## src/rtl/qsys_device_arbiter.sv

```systemverilog
// qsys_device_arbiter: round-robin sharing of one 16-bit Qsys device between two Avalon-MM slave ports
module qsys_device_arbiter #(
  parameter int          address_size = 5,
  parameter int          TIMEOUT      = 256,
  parameter logic [15:0] ERR_DATA     = 16'hDEAD
) (
  input  logic                  csi_MCLK_clk,
  input  logic                  rsi_MRST_reset_n,
  input  logic [address_size:0] s0_address,
  input  logic [15:0]           s0_writedata,
  input  logic [1:0]            s0_byteenable,
  input  logic                  s0_write,
  input  logic                  s0_read,
  output logic [15:0]           s0_readdata,
  output logic                  s0_waitrequest,
  input  logic [address_size:0] s1_address,
  input  logic [15:0]           s1_writedata,
  input  logic [1:0]            s1_byteenable,
  input  logic                  s1_write,
  input  logic                  s1_read,
  output logic [15:0]           s1_readdata,
  output logic                  s1_waitrequest,
  output logic [address_size:0] device_address,
  output logic [15:0]           device_writedata,
  output logic [1:0]            device_byteenable,
  output logic                  device_write,
  output logic                  device_read,
  input  logic [15:0]           device_readdata,
  input  logic                  device_waitrequest,
  input  logic                  timeout_clear,
  output logic                  timeout_err,
  output logic                  owner
);
  localparam int CW = $clog2(TIMEOUT);
  typedef enum logic [1:0] {IDLE, BUSY, DONE} state_t;
  state_t state, state_nxt;
  logic rr_ptr, s0_req, s1_req, winner, grant, done_ok, tmo, w_write, w_read;
  logic [CW-1:0] counter;
  logic [15:0] rd_val;
  assign s0_req = s0_read | s0_write;
  assign s1_req = s1_read | s1_write;
  assign winner = (s0_req && s1_req) ? rr_ptr : s1_req;
  assign grant = (state == IDLE) && (s0_req || s1_req);
  assign done_ok = (state == BUSY) && !device_waitrequest;
  assign tmo = (state == BUSY) && device_waitrequest && (counter == CW'(TIMEOUT - 1));
  assign w_write = winner ? s1_write : s0_write;
  assign w_read = winner ? s1_read : s0_read;
  assign rd_val = done_ok ? device_readdata : ERR_DATA;
  assign s0_waitrequest = !((state == DONE) && !owner);
  assign s1_waitrequest = !((state == DONE) && owner);
  always_comb begin
    state_nxt = IDLE;
    state_nxt = (state == IDLE) ? (grant ? BUSY : IDLE) :
                (state == BUSY) ? ((done_ok || tmo) ? DONE : BUSY) : IDLE;
  end
  always_ff @(posedge csi_MCLK_clk or negedge rsi_MRST_reset_n)
    if (!rsi_MRST_reset_n) state <= IDLE;
    else state <= state_nxt;
  always_ff @(posedge csi_MCLK_clk or negedge rsi_MRST_reset_n) begin
    if (!rsi_MRST_reset_n) begin
      rr_ptr <= 1'b0;
      owner <= 1'b0;
      counter <= '0;
      device_address <= '0;
      device_writedata <= '0;
      device_byteenable <= '0;
      device_write <= 1'b0;
      device_read <= 1'b0;
      s0_readdata <= '0;
      s1_readdata <= '0;
      timeout_err <= 1'b0;
    end else begin
      if (grant) begin
        owner <= winner;
        device_address <= winner ? s1_address : s0_address;
        device_writedata <= winner ? s1_writedata : s0_writedata;
        device_byteenable <= winner ? s1_byteenable : s0_byteenable;
        device_write <= w_write;
        device_read <= w_read & ~w_write;
        counter <= '0;
      end
      if (state == BUSY) begin
        if (done_ok || tmo) begin
          device_read <= 1'b0;
          device_write <= 1'b0;
        end else counter <= counter + CW'(1);
        if ((done_ok || tmo) && device_read) begin
          if (owner) s1_readdata <= rd_val;
          else s0_readdata <= rd_val;
        end
      end
      if (state == DONE) rr_ptr <= ~owner;
      timeout_err <= tmo | (timeout_err & ~timeout_clear);
    end
  end
endmodule

```

## config.mk

```make
export PLATFORM = sky130hd
export DESIGN_NAME = qsys_device_arbiter
export DESIGN_NICKNAME = d
export VERILOG_FILES = /design/src/rtl/qsys_device_arbiter.sv
export SDC_FILE = /design/constraint.sdc
export NUM_CORES = 1
export LEC_CHECK = 0
export CAP_MARGIN = 0
export CORE_ASPECT_RATIO = 1.25
export CORE_UTILIZATION = 30
export CTS_CLUSTER_DIAMETER = 150
export DETAILED_ROUTE_END_ITERATION = 16
export SLEW_MARGIN = 10
export SYNTH_ARGS = -nofsm -noshare
export SYNTH_HDL_FRONTEND = slang
export SYNTH_SLANG_ARGS = --single-unit
```

## constraint.sdc

```tcl
create_clock -name csi_MCLK_clk -period 2.01 [get_ports csi_MCLK_clk]
set_input_delay 0.402 -clock csi_MCLK_clk [delete_from_list [all_inputs] [get_ports csi_MCLK_clk]]
set_output_delay 0.402 -clock csi_MCLK_clk [all_outputs]
set_load 0.01 [all_outputs]
```

==> results of run 1 <==
## cells by family (layout without fill, tap and decap cells)
family	count (synthesis)	after routing	share of synthesized area, %
adders and majority gates	1	1	0.397
muxes	26	26	8.27
and+or+nand+nor	73	73	11.0
buffers and inverters	26	175	3.90
AOI/OAI and AO/OA	83	83	20.0
DFF	71	71	56.4
## state kept, by name (all words and copies together) (netlist names)
name               flops
device_writedata      16
s0_readdata           16
s1_readdata           16
counter                8
device_address         6
device_byteenable      2
state                  2
device_read            1
device_write           1
owner                  1
rr_ptr                 1
timeout_err            1
## layout make-up
class | instances | area [sq um]
repair buffers | 153 | 1530
clock inverters | 4 | 23.8
fillers | 984 | 5150
inverters | 7 | 26.3
clock buffers | 11 | 233
well taps | 129 | 161
multi-input cells | 183 | 1260
flip-flops and latches | 71 | 1780
## power by group through the flow
stage / clock network [mW] / logic (mW) / registers (mW)
2_1_floorplan: 0 / 1.09 / 2.71
5_1_grt: 1.50 / 3.38 / 2.57
6_report: 1.36 / 3.10 / 2.48
3_3_place_gp: 0 / 3.11 / 2.49
3_5_place_dp: 0 / 3.16 / 2.50
4_1_cts: 1.41 / 3.16 / 2.49
## cells in the final DEF (no fill, tap or decap), drive strengths merged, types with 2 or more instances in the layout
cell type,instances
nand2,37
or3,2
o22ai,3
nor2b,2
clkdlybuf4s50,131
nor3,3
mux2i,26
or2,2
and3,5
nand2b,2
o32a,21
buf,21
clkinv,4
o21ai,38
clkbuf,11
o22a,2
nor2,9
inv,7
a211o,3
nand3,4
o2bb2ai,5
nand3b,2
dfrtp,71
a21oi,3
## Yosys cell counts, drive strengths merged
| cell type | n |
|---|---|
| nor3b | 1 |
| and2 | 1 |
| mux2i | 26 |
| buf | 11 |
| a41oi | 1 |
| nand4 | 1 |
| nor3 | 3 |
| nor4 | 1 |
| nand3 | 4 |
| or3 | 2 |
| o21a | 1 |
| a41o | 1 |
| o22ai | 3 |
| nand2b | 2 |
| o22a | 2 |
| o21ai | 38 |
| a211o | 3 |
| and4 | 1 |
| nor2b | 2 |
| nor2 | 9 |
| nand2 | 37 |
| o2bb2ai | 5 |
| o32a | 21 |
| clkbuf | 8 |
| dfrtp | 71 |
| inv | 7 |
| a21boi | 1 |
| a22o | 1 |
| a21oi | 3 |
| o221ai | 1 |
| ha | 1 |
| a221o | 1 |
| or2 | 2 |
| nand3b | 2 |
| and3 | 5 |
| a31oi | 1 |
## routing by layer
layer	share of wire [%]	vias to the layer above	track usage [%]
met3	6.9	4	4.95
met5	0	-	0
met2	51	112	27.5
li1	-	1319	-
met1	42	1260	19.0
met4	0.67	0	4.62
## timing repair
item                       CTS  global route
resized for setup            2             1
pin swaps                    0             0
hold buffers                 0             0
setup endpoints to repair    1             1
## worst max-delay path by stage
stage / to / slack, ns / depth (start not counted)
5_1_grt: s0_waitrequest / 0.001 / 3
4_1_cts: s0_waitrequest / 0.02 / 3
3_5_place_dp: counter[1] / -0.006 / 6
6_report: s0_waitrequest / 0.05 / 3
3_3_place_gp: counter[2] / 0.06 / 6
2_1_floorplan: counter[4] / 0.33 / 5
## worst reg2reg max path, stage by stage, from the launching register on
cell and delay [ns]:
dfrtp_1 0.40, ha_1 0.22, and2_1 0.29, a31oi_4 0.14, buf_4 0.18, or2_1 0.29, o2bb2ai_1 0.15
## per-stage QoR
step	hold WS (ns)	std cells	cell area (sq um)	power (mW)
after floorplan	0.106	280	3150	3.79
after global placement	0.351	543	4750	5.60
after detailed placement	0.354	543	4750	5.65
after CTS	0.00523	558	5010	7.06
after global routing	0.0188	558	5010	7.46
final	0.00186	558	5010	6.95
==> run summary, run 1 <==
=================================================================================================
Kind of critical path                                                                     reg2out
Post-layout net count                                                                         498
Leakage power                                                                             2.13 nW
Final total negative setup slack                                                             0 ns
Unrepaired setup endpoints after global routing                                             false
Worst slew margin                                                                           74.2%
Sequential share of power                                                                   35.7%
Total overflow reported by the global router                                                    0
IR drop worst, VDD                                                                       0.623 mV
Clock transition at the registers of the reported paths                                   0.05 ns
Data arrival time at the worst-slack endpoint                                             1.56 ns
Portion of the post-synthesis area used by sequential elements                              56.4%
Maximum clock frequency                                                                   511 MHz
Setup bufs post-CTS                                                                             0
Kind of start point of the critical path                                                 register
Number of cells on the worst reg-to-reg path                                                    6
Data required, critical path                                                              1.61 ns
Total Routing Usage GR                                                                      15.9%
Number of placement rows                                                                       41
Core region area                                                                     10,200 sq um
Syn Std Cell Area                                                                      3150 sq um
Final Skew                                                                             0.00993 ns
Pwr per Cell Area                                                                    1390 nW/um^2
Number of synthesized register bits                                                            71
Reg-to-reg startpoint                                                                  counter[0]
Post-route DRC                                                                                  0
Antenna fix cells                                                                               0
Global placer's final weighted congestion                                                   0.819
Wire length reported by the detailed router                                               8.18 mm
Maximum net fanout on the critical path                                                         6
Maximum number of pins on one net before global-route repair                                   44
Number of global-route vias before repair                                                   2,702
Antenna-violating nets left                                                                     0
Clock share of power                                                                        19.6%
Combinational cell fraction of total power                                                  44.7%
Layout Area Growth over Synthesis                                                           59.1%
Classification of the worst-slack hold path                                              in2async
Crit path time final                                                                      1.96 ns
Final clock period utilization by the worst path                                            97.4%
Cell type contributing the most total cell area after synthesis                           dfrtp_1
Setup violations, final                                                                         0
Maximum cell stage delay along the critical path                                          0.54 ns
Top cell type's share of synthesized area                                                   56.4%
Inserted Clock Buffers                                                                          9
Net switching power                                                                       2.25 mW
Wire length of the first global-routing pass                                              13.2 mm
Number of buffers between clock root and the deepest sink                                       2
Proportion of total power due to net switching                                              32.4%
Cell internal power dissipation                                                           4.70 mW
Via count                                                                                   2,695
Setup slack on the worst flop-to-flop path                                                0.22 ns
Setup slack after layout                                                                0.0520 ns
Kind of cell with the highest combined delay on the critical path                    buffers and inverters
Detail-routed net length per standard cell                                           14.7 microns
Die extent in y                                                                       117 microns
Crit path cell chain                                                                 nor2b_2 > nand2_1 > clkdlybuf4s50_1
Number of distinct library cell variants in the gate-level netlist after synthesis             43
Number of hold-slack violations in the final timing report                                      0
Die Area                                                                             10,900 sq um
Result of the run                                                                    finished, final reports clean
Worst reg2reg path endpoint                                                          s0_readdata[6]
Detailed Routing Iterations Pass 1                                                              4
Buffers on Ports                                                                              133
Clock latency at the later pin of the worst-skew pair                                     0.33 ns
Crit-path slowest cell                                                               clkdlybuf4s50_1
Initial antenna violation count                                                                 0
Max-cap violations                                                                              0
Top Ports                                                                                     134
Drt via density                                                                              4.83
Initial standard-cell utilization of the core                                               31.0%
Post-Syn Area per Cell                                                                 11.2 sq um
Pins over their slew limit                                                                      0
TritonCTS clock tree                                                                          yes
Fraction of layout instances using a drive strength above 1                                 10.0%
Warnings, synthesis                                                                             0
Worst path buffer plus inverter count                                                           1
Horizontal extent of the die                                                         93.6 microns
Detailed router's first-iteration violation count                                              88
Worst Setup End Kind                                                                  output port
Number of clock sinks                                                                          71
Detail Placement HPWL                                                                     6.36 mm
Root buffer selected by CTS                                                             clkbuf_16
Pre-CTS setup slack                                                                   -0.00561 ns
Actual slew at the worst max-slew pin                                                    0.387 ns
CP startpoint                                                                            state[1]
Max H-tree Level                                                                                3
Post-Syn Nets                                                                                 353
Core occupancy in the finished layout                                                       49.3%
Synthesized instance count                                                                    280
Synth top area cells                                                                 dfrtp_1, mux2i_1, o32a_1
=================================================================================================
(Power assumes the default switching activity.)
==> inputs of run 2 (changes only) <==
Settings changed: CTS_CLUSTER_DIAMETER 150 to not set, SKIP_CTS_REPAIR_TIMING set to 1.
==> run 2 against run 1 <==
Core utilization is essentially flat. Die area is the same. Wire length grew 0.23%. Clock skew shrank 0.00086 ns. Clock power is essentially flat. Sequential power is essentially flat. Critical endpoint unchanged. Largest cell class unchanged.
==> run summary, run 2 (synthesis gave the netlist of run 1 again) <==
================================================================================
Result of the run                                                   finished, final reports clean   unchanged
Drt via density                                                             4.83   about the same
Clock transition at the registers of the reported paths                  0.05 ns   about the same
Detail Placement HPWL                                                    6.36 mm   unchanged
Total Routing Usage GR                                                     15.9%   unchanged
Maximum clock frequency                                                  511 MHz   about the same
Global placer's final weighted congestion                                  0.819   unchanged
Die Area                                                            10,900 sq um   unchanged
Inserted Clock Buffers                                                         9   unchanged
Number of clock sinks                                                         71   unchanged
Crit-path slowest cell                                              clkdlybuf4s50_1   unchanged
Wire length reported by the detailed router                              8.20 mm   was 8.18 mm
Layout Area Growth over Synthesis                                          59.2%   was 59.1%
Setup slack after layout                                               0.0536 ns   was 0.0520 ns
Kind of start point of the critical path                                register   unchanged
Pwr per Cell Area                                                   1390 nW/um^2   about the same
Unrepaired setup endpoints after global routing                            false   unchanged
Buffers on Ports                                                             133   unchanged
Final clock period utilization by the worst path                           97.3%   was 97.4%
Post-layout net count                                                        498   unchanged
Number of placed instances with taps included                                543   unchanged
TritonCTS clock tree                                                         yes   unchanged
Number of global-route vias before repair                                  2,702   unchanged
Pins over their slew limit                                                     0   unchanged
Clock latency at the later pin of the worst-skew pair                    0.32 ns   was 0.33 ns
Wire length of the first global-routing pass                             13.2 mm   unchanged
Horizontal extent of the die                                        93.6 microns   unchanged
Initial standard-cell utilization of the core                              31.0%   unchanged
Antenna fix cells                                                              0   unchanged
Fraction of layout instances using a drive strength above 1                10.0%   unchanged
Final std cell area, no fill                                          5010 sq um   about the same
Number of placement rows                                                      41   unchanged
Antenna-violating nets left                                                    0   unchanged
Number of hold-slack violations in the final timing report                     0   unchanged
Root buffer selected by CTS                                            clkbuf_16   unchanged
Classification of the worst-slack hold path                             in2async   unchanged
Worst slew margin                                                          74.2%   about the same
Fill cell instance count of the final layout                                 984   unchanged
Data required, critical path                                             1.61 ns   about the same
Placement Cell Area                                                   4750 sq um   unchanged
Crit path cell chain                                                nor2b_2 > nand2_1 > clkdlybuf4s50_1   unchanged
Actual slew at the worst max-slew pin                                   0.386 ns   was 0.387 ns
Maximum net fanout on the critical path                                        6   unchanged
Final total negative setup slack                                            0 ns   unchanged
IR drop worst, VDD                                                      0.624 mV   was 0.623 mV
Top Ports                                                                    134   unchanged
Max-cap violations                                                             0   unchanged
Data arrival time at the worst-slack endpoint                            1.55 ns   was 1.56 ns
Via count                                                                  2,696   was 2,695
Crit path time final                                                     1.96 ns   about the same
Core region area                                                    10,200 sq um   unchanged
Finished Layout Cells                                                        558   unchanged
Core occupancy in the finished layout                                      49.3%   about the same
Kind of critical path                                                    reg2out   unchanged
Post-route DRC                                                                 0   unchanged
Detail-routed net length per standard cell                          14.7 microns   about the same
Number of buffers between clock root and the deepest sink                      2   unchanged
Maximum number of pins on one net before global-route repair                  44   unchanged
Final Skew                                                            0.00907 ns   was 0.00993 ns
Detailed Routing Iterations Pass 1                                             4   unchanged
Setup violations, final                                                        0   unchanged
Regs by FF count                                                    device_writedata: 16 flops, s0_readdata: 16 flops, s1_readdata: 16 flops   unchanged
Most used cells in the layout excluding fill and tap cells          clkdlybuf4s50_1, dfrtp_1, o21ai_0   unchanged
Kind of cell with the highest combined delay on the critical path   buffers and inverters   unchanged
Initial antenna violation count                                                0   unchanged
Total overflow reported by the global router                                   0   unchanged
Pre-CTS setup slack                                                  -0.00561 ns   unchanged
Leakage power                                                            2.13 nW   about the same
Max H-tree Level                                                               3   unchanged
Worst Setup End Kind                                                 output port   unchanged
Detailed router's first-iteration violation count                             79   was 88
Worst path buffer plus inverter count                                          1   unchanged
Overall power after layout                                               6.95 mW   about the same
Maximum cell stage delay along the critical path                         0.54 ns   about the same
Most common cell after layout, fill and taps aside                  clkdlybuf4s50_1   unchanged
Final Hold Slack                                                      0.00221 ns   was 0.00186 ns
Die extent in y                                                      117 microns   unchanged
================================================================================
-- run 2: changes by cell type in the layout (fill, tap and decap cells not counted), sizes merged --
cell and delta:
dlymetal6s2s +1, dlygate4sd2 -1
-- run 2: cell type report --
type | count | area [sq um] | area share (%)
Clock buffer | 11 | 233 | 4.64
Clock inverter | 4 | 23.8 | 0.474
Inverter | 7 | 26.3 | 0.524
Multi-Input combinational cell | 183 | 1260 | 25.1
Sequential cell | 71 | 1780 | 35.5
Tap cell | 129 | 161 | 3.22
Timing Repair Buffer | 153 | 1530 | 30.6
-- run 2: per-layer routing --
metal / GRT usage (%) / vias up / wire, microns
met5: 0 / - / 0
met4: 4.62 / 0 / 72
met3: 4.95 / 5 / 548
met2: 27.5 / 98 / 4160
met1: 19.0 / 1274 / 3420
li1: - / 1319 / -
-- run 2: report_power, final --
| group | switching [mW] | internal [mW] | leakage, nW |
|---|---|---|---|
| logic | 1.30 | 1.81 | 1.12 |
| registers | 0.410 | 2.07 | 0.877 |
| clock network | 0.542 | 0.822 | 0.129 |
| total | 2.25 | 4.70 | 2.13 |
-- run 2: worst paths after layout --
| check | start | end | slack [ns] | cells past startpoint |
|---|---|---|---|---|
| setup / recovery | state[1] | s0_waitrequest | 0.05 | 3 |
| hold / removal | rsi_MRST_reset_n | s1_readdata[13] | 0.002 | 1 |
| setup reg to reg | counter[0] | s0_readdata[6] | 0.22 | 6 |
| hold reg to reg | device_writedata[2] | device_writedata[2] | 0.48 | 2 |
| max in group asynchronous | rsi_MRST_reset_n | device_writedata[2] | 1.46 | 2 |
| min in group csi_MCLK_clk | device_writedata[2] | device_writedata[2] | 0.48 | 2 |
-- run 2: worst reg2reg max path, stage by stage (launching register included) --
cell and delay [ns]:
dfrtp_1 0.40, ha_1 0.22, and2_1 0.29, a31oi_4 0.14, buf_4 0.18, or2_1 0.29, o2bb2ai_1 0.15
